[src/rtl/thr_ex_handler.sv]
// Per-thread exception handler: captures a stalled thread's exception, reports it to the
// host as a header beat plus an EPC beat, then clears or parks the thread on command.
module thr_ex_handler #(
  parameter logic [15:0] TIMEOUT_CYC = 16'hFFFF,
  parameter logic [1:0]  HDR_TAG     = 2'b10
) (
  input  logic        clk,
  input  logic        rst_n,
  input  logic        csr_stall,
  input  logic [5:0]  ex_code,
  input  logic [7:0]  thr_id,
  input  logic [31:0] epc,
  output logic        rep_valid,
  output logic [31:0] rep_data,
  input  logic        rep_ready,
  input  logic        resume,
  input  logic        kill,
  output logic        clr_ex,
  output logic        thr_killed,
  output logic [15:0] ex_cnt
);

  localparam logic [2:0] S_IDLE     = 3'd0;
  localparam logic [2:0] S_SEND_HDR = 3'd1;
  localparam logic [2:0] S_SEND_EPC = 3'd2;
  localparam logic [2:0] S_WAIT_CMD = 3'd3;
  localparam logic [2:0] S_CLEAR    = 3'd4;
  localparam logic [2:0] S_KILLED   = 3'd5;

  logic [2:0]  state;
  logic [2:0]  state_nxt;
  logic [5:0]  ex_code_cap;
  logic [7:0]  thr_id_cap;
  logic [31:0] epc_cap;
  logic [15:0] wd_cnt;
  logic        wd_expire;

  // Report channel: a beat transfers on a cycle where rep_valid && rep_ready; while
  // rep_valid is high, rep_data is held stable and rep_valid is not withdrawn.

  // wd_cnt holds the number of WAIT_CMD cycles already completed, so the limit is hit
  // at the end of the TIMEOUT_CYC-th cycle.
  assign wd_expire = (TIMEOUT_CYC != 16'd0) && (wd_cnt == TIMEOUT_CYC - 16'd1);

  always_comb begin
    state_nxt = state;
    case (state)
      S_IDLE:     if (csr_stall) state_nxt = S_SEND_HDR;
      S_SEND_HDR: if (rep_ready) state_nxt = S_SEND_EPC;
      S_SEND_EPC: if (rep_ready) state_nxt = S_WAIT_CMD;
      S_WAIT_CMD: begin
        if (kill)           state_nxt = S_KILLED;
        else if (resume)    state_nxt = S_CLEAR;
        else if (wd_expire) state_nxt = S_KILLED;
      end
      S_CLEAR:    state_nxt = S_IDLE;
      S_KILLED:   state_nxt = S_KILLED;
      default:    state_nxt = S_IDLE;
    endcase
  end

  always_ff @(posedge clk or negedge rst_n) begin
    if (!rst_n) begin
      state       <= S_IDLE;
      ex_code_cap <= 6'd0;
      thr_id_cap  <= 8'd0;
      epc_cap     <= 32'd0;
      wd_cnt      <= 16'd0;
      ex_cnt      <= 16'd0;
    end else begin
      state <= state_nxt;
      if (state == S_IDLE && csr_stall) begin
        ex_code_cap <= ex_code;
        thr_id_cap  <= thr_id;
        epc_cap     <= epc;
      end
      if (state == S_SEND_HDR && rep_ready && ex_cnt != 16'hFFFF)
        ex_cnt <= ex_cnt + 16'd1;
      if (state == S_WAIT_CMD) wd_cnt <= wd_cnt + 16'd1;
      else                     wd_cnt <= 16'd0;
    end
  end

  // Outputs decode from registered state only, so reset drops them asynchronously.
  always_comb begin
    rep_data = 32'd0;
    case (state)
      S_SEND_HDR: rep_data = {HDR_TAG, thr_id_cap, ex_code_cap, ex_cnt};
      S_SEND_EPC: rep_data = epc_cap;
      default:    rep_data = 32'd0;
    endcase
  end

  assign rep_valid  = (state == S_SEND_HDR) || (state == S_SEND_EPC);
  assign clr_ex     = (state == S_CLEAR);
  assign thr_killed = (state == S_KILLED);

endmodule

[config.mk]
export PLATFORM = sky130hd
export DESIGN_NAME = thr_ex_handler
export DESIGN_NICKNAME = d
export VERILOG_FILES = /design/src/rtl/thr_ex_handler.sv
export SDC_FILE = /design/constraint.sdc
export NUM_CORES = 1
export LEC_CHECK = 0
export ABC_AREA = 1
export BUFFER_PORTS_ARGS = -buffer_cell sky130_fd_sc_hd__clkbuf_2
export CAP_MARGIN = 30
export CORE_MARGIN = 1.5
export CORE_UTILIZATION = 40
export CTS_BUF_LIST = sky130_fd_sc_hd__clkbuf_8
export CTS_CLUSTER_DIAMETER = 80
export DETAILED_ROUTE_END_ITERATION = 16
export PLACE_DENSITY = 0.72
export SYNTH_ARGS = -nofsm -noshare
export SYNTH_HDL_FRONTEND = slang
export SYNTH_SLANG_ARGS = --single-unit
[constraint.sdc]
create_clock -name clk -period 4.54 [get_ports clk]
set_clock_uncertainty 0.2 [all_clocks]
set_input_delay 0.227 -clock clk [delete_from_list [all_inputs] [get_ports clk]]
set_output_delay 0.227 -clock clk [all_outputs]
set_load 0.02 [all_outputs]
==> Word-level counts from Yosys, hierarchy flattened <==
Index checks and enable logic that the tools add are counted.
{ "word_totals": {"regBits": 81, "inputBits": 52, "output_inout_bits": 51, "elab_cells": 34} }
{ "op_classes": {"add_sub_neg": 2, "n_eq_ne": 11, "n_mux": 9, "n_reduce_logical": 6} }
{ "ops": {"columns": ["cell", "count"], "rows": [
  ["one-hot mux 32 bit (2 select lines)", 1],
  ["adder 16 x 1 -> 16 bit (second input constant)", 2],
  ["2-to-1 mux 3 bit", 6],
  ["equality test 16 bit (second input constant)", 1],
  ["2-to-1 mux 16 bit", 1],
  ["inequality test 16 bit (second input constant)", 1],
  ["one-hot mux 3 bit (5 select lines)", 1],
  ["equality test 3 x 2 -> 1 bit (second input constant)", 2],
  ["equality test 3 bit (second input constant)", 2],
  ["inequality test 2 bit (second input constant)", 3],
  ["inequality test 4 bit (second input constant)", 1],
  ["AND reduction 4 bit", 1],
  ["equality test 3 x 1 -> 1 bit (second input constant)", 1],
  ["logical AND 1 bit", 3],
  ["logical NOT 3 bit", 1],
  ["logical OR 1 bit", 1]
]} }

==> Longest topological paths before layout <==
Gate-level depths: netlist of the first run.
{ "logic_depth": {"depth_word": 5, "mapped_depth": 9, "depth_no_buf": 9} }

==> Least setup slack after synthesis of the first run <==
OpenSTA, ideal clock, no wires.
{ "synth_path": {"path_type": "reg2out", "startpoint": "register state[0]", "endpoint": "output port rep_data[17]", "t_arrival_ns": 1.425, "required_time_ns": 4.113, "setup_slack_ns": 2.688, "path_stages_with_launch": 6, "path_buffers": 2, "cell_sequence": "dfrtp_1 > buf_4 > inv_1 > nand3_1 > clkbuf_1 > o21ai_0"} }
{ "synth_between": {"elab_chain_len": 2, "word_cells_on_any_way": 3, "cone_classes": "2 x eq/ne; 1 x mux"} }
{ "synth_lines": {"columns": ["item", "line_no", "source"], "rows": [
  ["start, declared", "30", "logic [2:0] state;"],
  ["start signal, assigned", "71", "state <= state_nxt;"],
  ["equality test 3 x 2 -> 1 bit or equality test 3 x 1 -> 1 bit (tied branches)", "87", "case (state)"],
  ["one-hot mux 32 bit (2 select lines) (*)", "87", null],
  ["end, declared", "14", "output logic [31:0] rep_data,"]
]} }
Every way passes the cells marked *; elsewhere a longest branch is shown, timed or not.

==> Worst setup path after layout of the first run <==
Same ends and word-level chain as after synthesis.

==> run metrics, run 1 <==
DR vias/cell 4.935; DRC errors left 0; Root Buffer Master clkbuf_8; ranking of synthesized cells by area dfrtp_1, nand2_1, nor2_1; CP endpoint kind output port; synth cell count leaders nand2_1, dfrtp_1, nor2_1; RSZ-0062 raised after global routing false; worst-path fanout max 15; PwrDens roughly 630 nW/um2; number of synthesized flops with an enable pin 0; Critical Path AT approximately 2.1 ns; ANT cells 0; final period utilization 0.5650; core area around 10000 um2; initial core utilization 0.4166; area share of the largest cell type after synthesis 0.4671; status complete, no violations; synth unique cells 38; Worst Path Required between 4 and 5 ns; Routed Antenna Nets 0; worst setup path category reg2out; peak supply drop around 380 uV; # nets final just over 700; Slew Limit Fails 0; Post-CTS Setup Bufs 0; vias in the first global route approximately 4000; Clock Pin Slew Worst Setup and Hold Paths 0.09 ns; Rel. slew slack 0.4415; Die ar. between 10000 and 15000 um2; initial antenna violation count 0; Syn Inst Count about 510; ys flop type dfrtp_1; worst hold path type in2reg; drt pass-1 iters 5; DP Area a little under 5000 um2; via count 3923; Layout Cells excl Fill approximately 800; Hold Path Cell Cnt 5; count leader, synth nand2_1; die height 107.2 um; average footprint of a synthesized cell between 8 and 9 um2; largest net degree at the start of global routing 53; Leak roughly 0.0028 uW; startpoint types register; worst skew pair latency roughly 0.35 ns; path depth of the worst reg2reg path 4; Final setup violation count 0; cts bufs inserted 9; Setup crit start state[0]; Fmax a little under 0.4 GHz; Hold Path Origin rep_ready; Syn Std Cell Area between 4000 and 5000 um2; post-DR wirelength/cell 14.19 um; final instance area between 5000 and 6000 um2; R2R Setup Slk ~2.0 ns; Top-Level Pins ~100; Congestion Overflow GR 0; Syn. warnings 0; area leader, netlist dfrtp_1; DP HPWL 7419 um; GPL Wtd Cong roughly 0.87; Max Cap Viol 0; worst r2r dst thr_id_cap[5]; ys async rst share 1.000; Synthesized Nets about 560; drt total wl approximately 11000 um; site row count 37; Power Total between 3000 and 4000 uW; number of port buffers between 100 and 150; Seq/Total Area, Yosys 0.4671; Clock Tree Buf Depth 2; H-tree Lvls 3; Worst Tran Pin Value about 0.84 ns; Yosys reg bits ~80; CTS tree done; Initial DRC Count 249; Tot GR Track Use 0.2040; die width ~110 um; Hold Violations, Final 0; post-layout minimum cycle time between 2 and 3 ns; Setup TNS Final 0 ns; layout cell share with drive strength beyond 1 0.2625; first-pass GRT wire length ~18000 um; clock tree sinks ~80; Hold Crit Endpoint ex_cnt[12]; fin util 0.5393; placed insts roughly 730; R2R Path Start state[1]; Layout area overhead 29.47%
worst max-delay path by stage:
| stage | endpoint | cells after the start |
|---|---|---|
| after CTS | rep_data[17] | 5 |
| after detailed placement | thr_id_cap[6] | 4 |
| after global routing | thr_id_cap[5] | 4 |
| final | rep_data[17] | 5 |
| after global placement | thr_id_cap[5] | 4 |
| after floorplan | rep_data[17] | 5 |
flip-flops by register name (all words and copies together) (netlist names):
| register | flops |
|---|---|
| epc_cap | 32 |
| ex_cnt | 16 |
| wd_cnt | 16 |
| thr_id_cap | 8 |
| ex_code_cap | 6 |
| state | 3 |
metrics by stage:
| stage | setup WS, ns | hold WS (ns) |
|---|---|---|
| after CTS | 1.914 | 0.06499 |
| after global routing | 1.799 | 0.1127 |
| after detailed placement | 2.010 | 0.002096 |
| final | 1.975 | 0.06841 |
| after global placement | 2.061 | 0.2604 |
| after floorplan | 2.688 | -0.2686 |
layout by cell type, fill, tap and decap left out, types with 2 or more instances in the layout:
cell type and count:
dfrtp_1 81, mux2_4 13, clkbuf_2 101, o21ai_0 23
a21oi_1 38, buf_4 3, nor2_1 79, nand4_1 4
nand2_4 2, nand2_2 10, xor2_1 11, o22ai_1 16
nand3_1 18, bufinv_16 3, o21ai_2 10, inv_1 65
o21ai_1 3, inv_2 2, ha_1 3, nor3_1 3
clkbuf_8 10, dlygate4sd3_1 47, nor2_2 3, nand2_1 91
nand3_2 4
cells by family (layout without fill, tap and decap cells):
| kind of cell | count (synthesis) | count (layout) | synth area share |
|---|---|---|---|
| AND/OR/NAND/NOR | 219 | 219 | 0.2278 |
| multiplexers | 14 | 14 | 0.04758 |
| XOR/XNOR | 11 | 11 | 0.02220 |
| AO/OA/AOI/OAI | 95 | 95 | 0.1300 |
| adder cells (fa/ha/maj) | 3 | 3 | 0.008651 |
| buffers and inverters | 86 | 236 | 0.09660 |
| flip-flops | 81 | 81 | 0.4671 |
worst max-delay path, cell delays in order (launching register included):
cell      delay [ns]
dfrtp_1         0.57
nand2_1         0.16
nor2_2          0.55
nand2_1         0.12
o21ai_0         0.16
clkbuf_2        0.23
cell type report:
| class | instances | area [um2] |
|---|---|---|
| clock buffers | 10 | 137.6 |
| repair buffers | 152 | 1026 |
| well taps | 136 | 170.2 |
| fillers | 960 | 4798 |
| clock inverters | 6 | 106.4 |
| flip-flops and latches | 81 | 2027 |
| multi-input cells | 342 | 1893 |
| inverters | 68 | 257.7 |
per-layer routing:
metal | global-route usage | share of wire | up-vias
met5 | 0 | 0 | -
met4 | 0.07238 | 0.019 | 0
li1 | - | - | 1905
met2 | 0.3621 | 0.51 | 144
met3 | 0.03404 | 0.054 | 20
met1 | 0.2482 | 0.42 | 1854
report_power, final:
group	switching [uW]	internal (uW)
Sequential	176	978
Clock	267	378
Combinational	1130	611
timing repair:
action                    CTS  global route
gates resized for setup     0             0
hold buffers               47             0
hold endpoints to repair   75             0
(Power assumes the default switching activity.)
==> inputs of run 2 (changes only) <==
- ABC_AREA: 1 -> 0
- PLACE_DENSITY: 0.72 -> 0.76
- clock period: 4.54 -> 2.1 ns (I/O delays scaled with it)
==> run 2 against run 1 <==
  * Wire length shrank 6.8%
  * First-iteration DRC count shrank 41%
  * Area after synthesis shrank 9.2%
  * Critical endpoint is now rep_data[19]
  * Largest power group unchanged
==> run metrics, run 2 <==
worst-path fanout max 8 (-7); Setup TNS Final 0 ns (unchanged); largest net degree at the start of global routing 52 (-1.9%); XOR/XNOR share of the synthesized area 0.04670 (+0.02449); ranking of synthesized cells by area dfrtp_1, mux2_2, a22o_1; R2R Path Start state[2]; ys flop type dfrtp_1; DRC errors left 0 (unchanged); Tot GR Track Use 0.1967 (-0.007349); area leader, netlist dfrtp_1; final period utilization 0.9791; largest registers epc_cap x32, ex_cnt x16, wd_cnt x16; path depth of the worst reg2reg path 5 (+1); footprint of the multi-input gates 1793 um2 (-5.3%); average footprint of a synthesized cell 12.08 um2 (+42%); synth cell count leaders dfrtp_1, mux2_2, a22o_1; worst skew pair latency 0.35 ns (about the same); startpoint types register; mux contribution to synthesized area 0.1468 (+0.09918); Fmax 0.4863 GHz; Worst Path Required 1.79 ns (-2.32 ns); fillers 793 (-17%); Final setup violation count 0 (unchanged); Congestion Overflow GR 0 (unchanged); Slew Limit Fails 0 (unchanged); Synth Area in Compound Gates 0.09784 (-0.03221); Layout area overhead 44.63%; RSZ-0062 raised after global routing true; drt total wl 10510 um (-6.8%); Critical Path AT 1.75 ns (-0.39 ns); CP max stage cell dfrtp_1; Largest register FFs 32 (unchanged); Rel. slew slack 0.5552 (+0.1137); most frequent cells in the layout dfrtp_1, clkbuf_2, dlygate4sd3_1; peak supply drop 694.4 uV (+82%); ANT cells 0 (unchanged); count leader, synth dfrtp_1; post-DR wirelength/cell 16.35 um (+15%); site row count 36 (-2.7%); worst setup path category reg2out; via count 3352 (-15%); Leak 0.002705 uW (-2.7%); core area 9639 um2 (-7.5%); worst hold path type in2async; Root Buffer Master clkbuf_8; Yosys reg bits 81 (unchanged); drt pass-1 iters 4 (-1); synth unique cells 44 (+16%); post-layout minimum cycle time 2.056 ns; FF/Latch Area 2027 um2 (unchanged); Clock Pin Slew Worst Setup and Hold Paths 0.08 ns (about the same); main combinational cell family by area after synthesis simple AND/OR/NAND/NOR gates; area share of the largest cell type after synthesis 0.5146 (+0.04748); Seq/Total Area, Yosys 0.5146 (+0.04748); R2R Setup Slk 0.08 ns (-1.90 ns); cell mode on critical path buf_6; Max Cap Viol 0 (unchanged); fin util 0.5910 (+0.05165); # nets final 561 (-21%); Initial DRC Count 147 (-41%); Worst Tran Pin Value 0.6672 ns (-0.1696 ns); Synth Area in Simple Gates 0.1477 (-0.08008); status complete, no violations; vias in the first global route 3321 (-17%); Synthesized Nets 381 (-32%); commonest non-fill, non-tap cell in the layout dfrtp_1; die height 102.2 um (-4.6%); worst r2r dst ex_cnt[15]; Routed Antenna Nets 0 (unchanged); DR vias/cell 5.213 (+5.6%); PwrDens 1286 nW/um2 (+100%); Syn Inst Count 326 (-36%); ys async rst share 1.000 (unchanged); first-pass GRT wire length 15860 um (-13%); initial antenna violation count 0 (unchanged); Clock Tree Buf Depth 2 (unchanged); cts bufs inserted 9 (unchanged); Die ar. 10450 um2 (-9.0%); layout cell share with drive strength beyond 1 0.4137 (+0.1512); Synth Area in Adders 0.009530 (+0.0008793); Syn. warnings 0 (unchanged); Syn Std Cell Area 3939 um2 (-9.2%); H-tree Lvls 3 (unchanged); CTS tree done; Hold Violations, Final 0 (unchanged); DP HPWL 6372 um (-14%); Crit path largest cell delay 0.40 ns (-0.17 ns); initial core utilization 0.4086 (-0.007958); clock tree sinks 81 (unchanged); Top-Level Pins 103 (unchanged); GPL Wtd Cong 0.8940 (+2.2%); number of port buffers 102 (unchanged); die width 102.2 um (-4.6%); CP cell instances buf_6, nor3b_4, buf_6, clkbuf_16, a22o_1, buf_2; number of synthesized flops with an enable pin 0 (unchanged); CP endpoint kind output port; register name with the most flops epc_cap
-- run 2: final cells by class --
class,instances,area share
flip-flops and latches,81,0.3558
repair buffers,187,0.2561
multi-input cells,221,0.3147
inverters,6,0.003953
clock buffers,12,0.02899
clock inverters,3,0.01120
well taps,133,0.02921
-- run 2: repair_timing --
item | in CTS | in global routing
pin swaps | 1 | 3
hold buffers | 51 | 0
buffers inserted | 1 | 10
endpoints found under the setup margin | 21 | 33
hold endpoints to repair | 97 | 0
resized for setup | 6 | 64
cloned | 2 | 3
-- run 2: report_power, final --
group          leakage, uW  internal (uW)  switching (uW)
Sequential         0.00102           2100             353
Combinational      0.00157           1870            1700
Clock             0.000120            757             543
-- run 2: kinds of logic (layout without fill, tap and decap cells) --
kind of cell | Yosys count | in the layout
simple gates | 98 | 98
mux | 51 | 51
buf+inv | 24 | 208
xor+xnor | 21 | 21
compound gates | 48 | 48
fa+ha+maj | 3 | 3
flops | 81 | 81
-- run 2: worst max-delay path: cells and delay by family, from the launching register on --
kind / cells / cell delay [ns]
AO/OA/AOI/OAI: 1 / 0.13
buffers and inverters: 4 / 0.64
flip-flops: 1 / 0.40
AND/OR/NAND/NOR: 1 / 0.24
-- run 2: metrics by stage --
step                area, um2  hold slack, ns  total power, uW  setup WS (ns)  cells
finish                   5697          0.1236             7328        0.04384    643
global route             5697          0.1801             7724       -0.04676    643
CTS                      5453          0.1454             6810        0.01811    630
detailed placement       4673        -0.02673             5290         0.1880    561
global placement         4673        -0.03742             5164         0.2686    561
floorplan                3939         -0.3906             4393         0.1307    326
-- run 2: how the worst max path moves through the flow --
stage / start / to / slack, ns / depth (start not counted)
after global routing: state[2] / rep_data[24] / -0.05 / 6
after floorplan: ex_cnt[0] / ex_cnt[1] / 0.13 / 6
after global placement: ex_cnt[1] / ex_cnt[1] / 0.27 / 5
after CTS: state[1] / rep_data[14] / 0.02 / 6
after detailed placement: state[1] / ex_cnt[15] / 0.19 / 4
final: state[2] / rep_data[19] / 0.04 / 6
-- run 2: per-layer routing --
layer	GRT usage	up-vias	part of all wire	wire length (um)
met5	0	-	0	0
met3	0.06361	16	0.059	625
met2	0.3357	118	0.51	5408
li1	-	1547	-	-
met1	0.2413	1671	0.41	4322
met4	0.05058	0	0.015	157
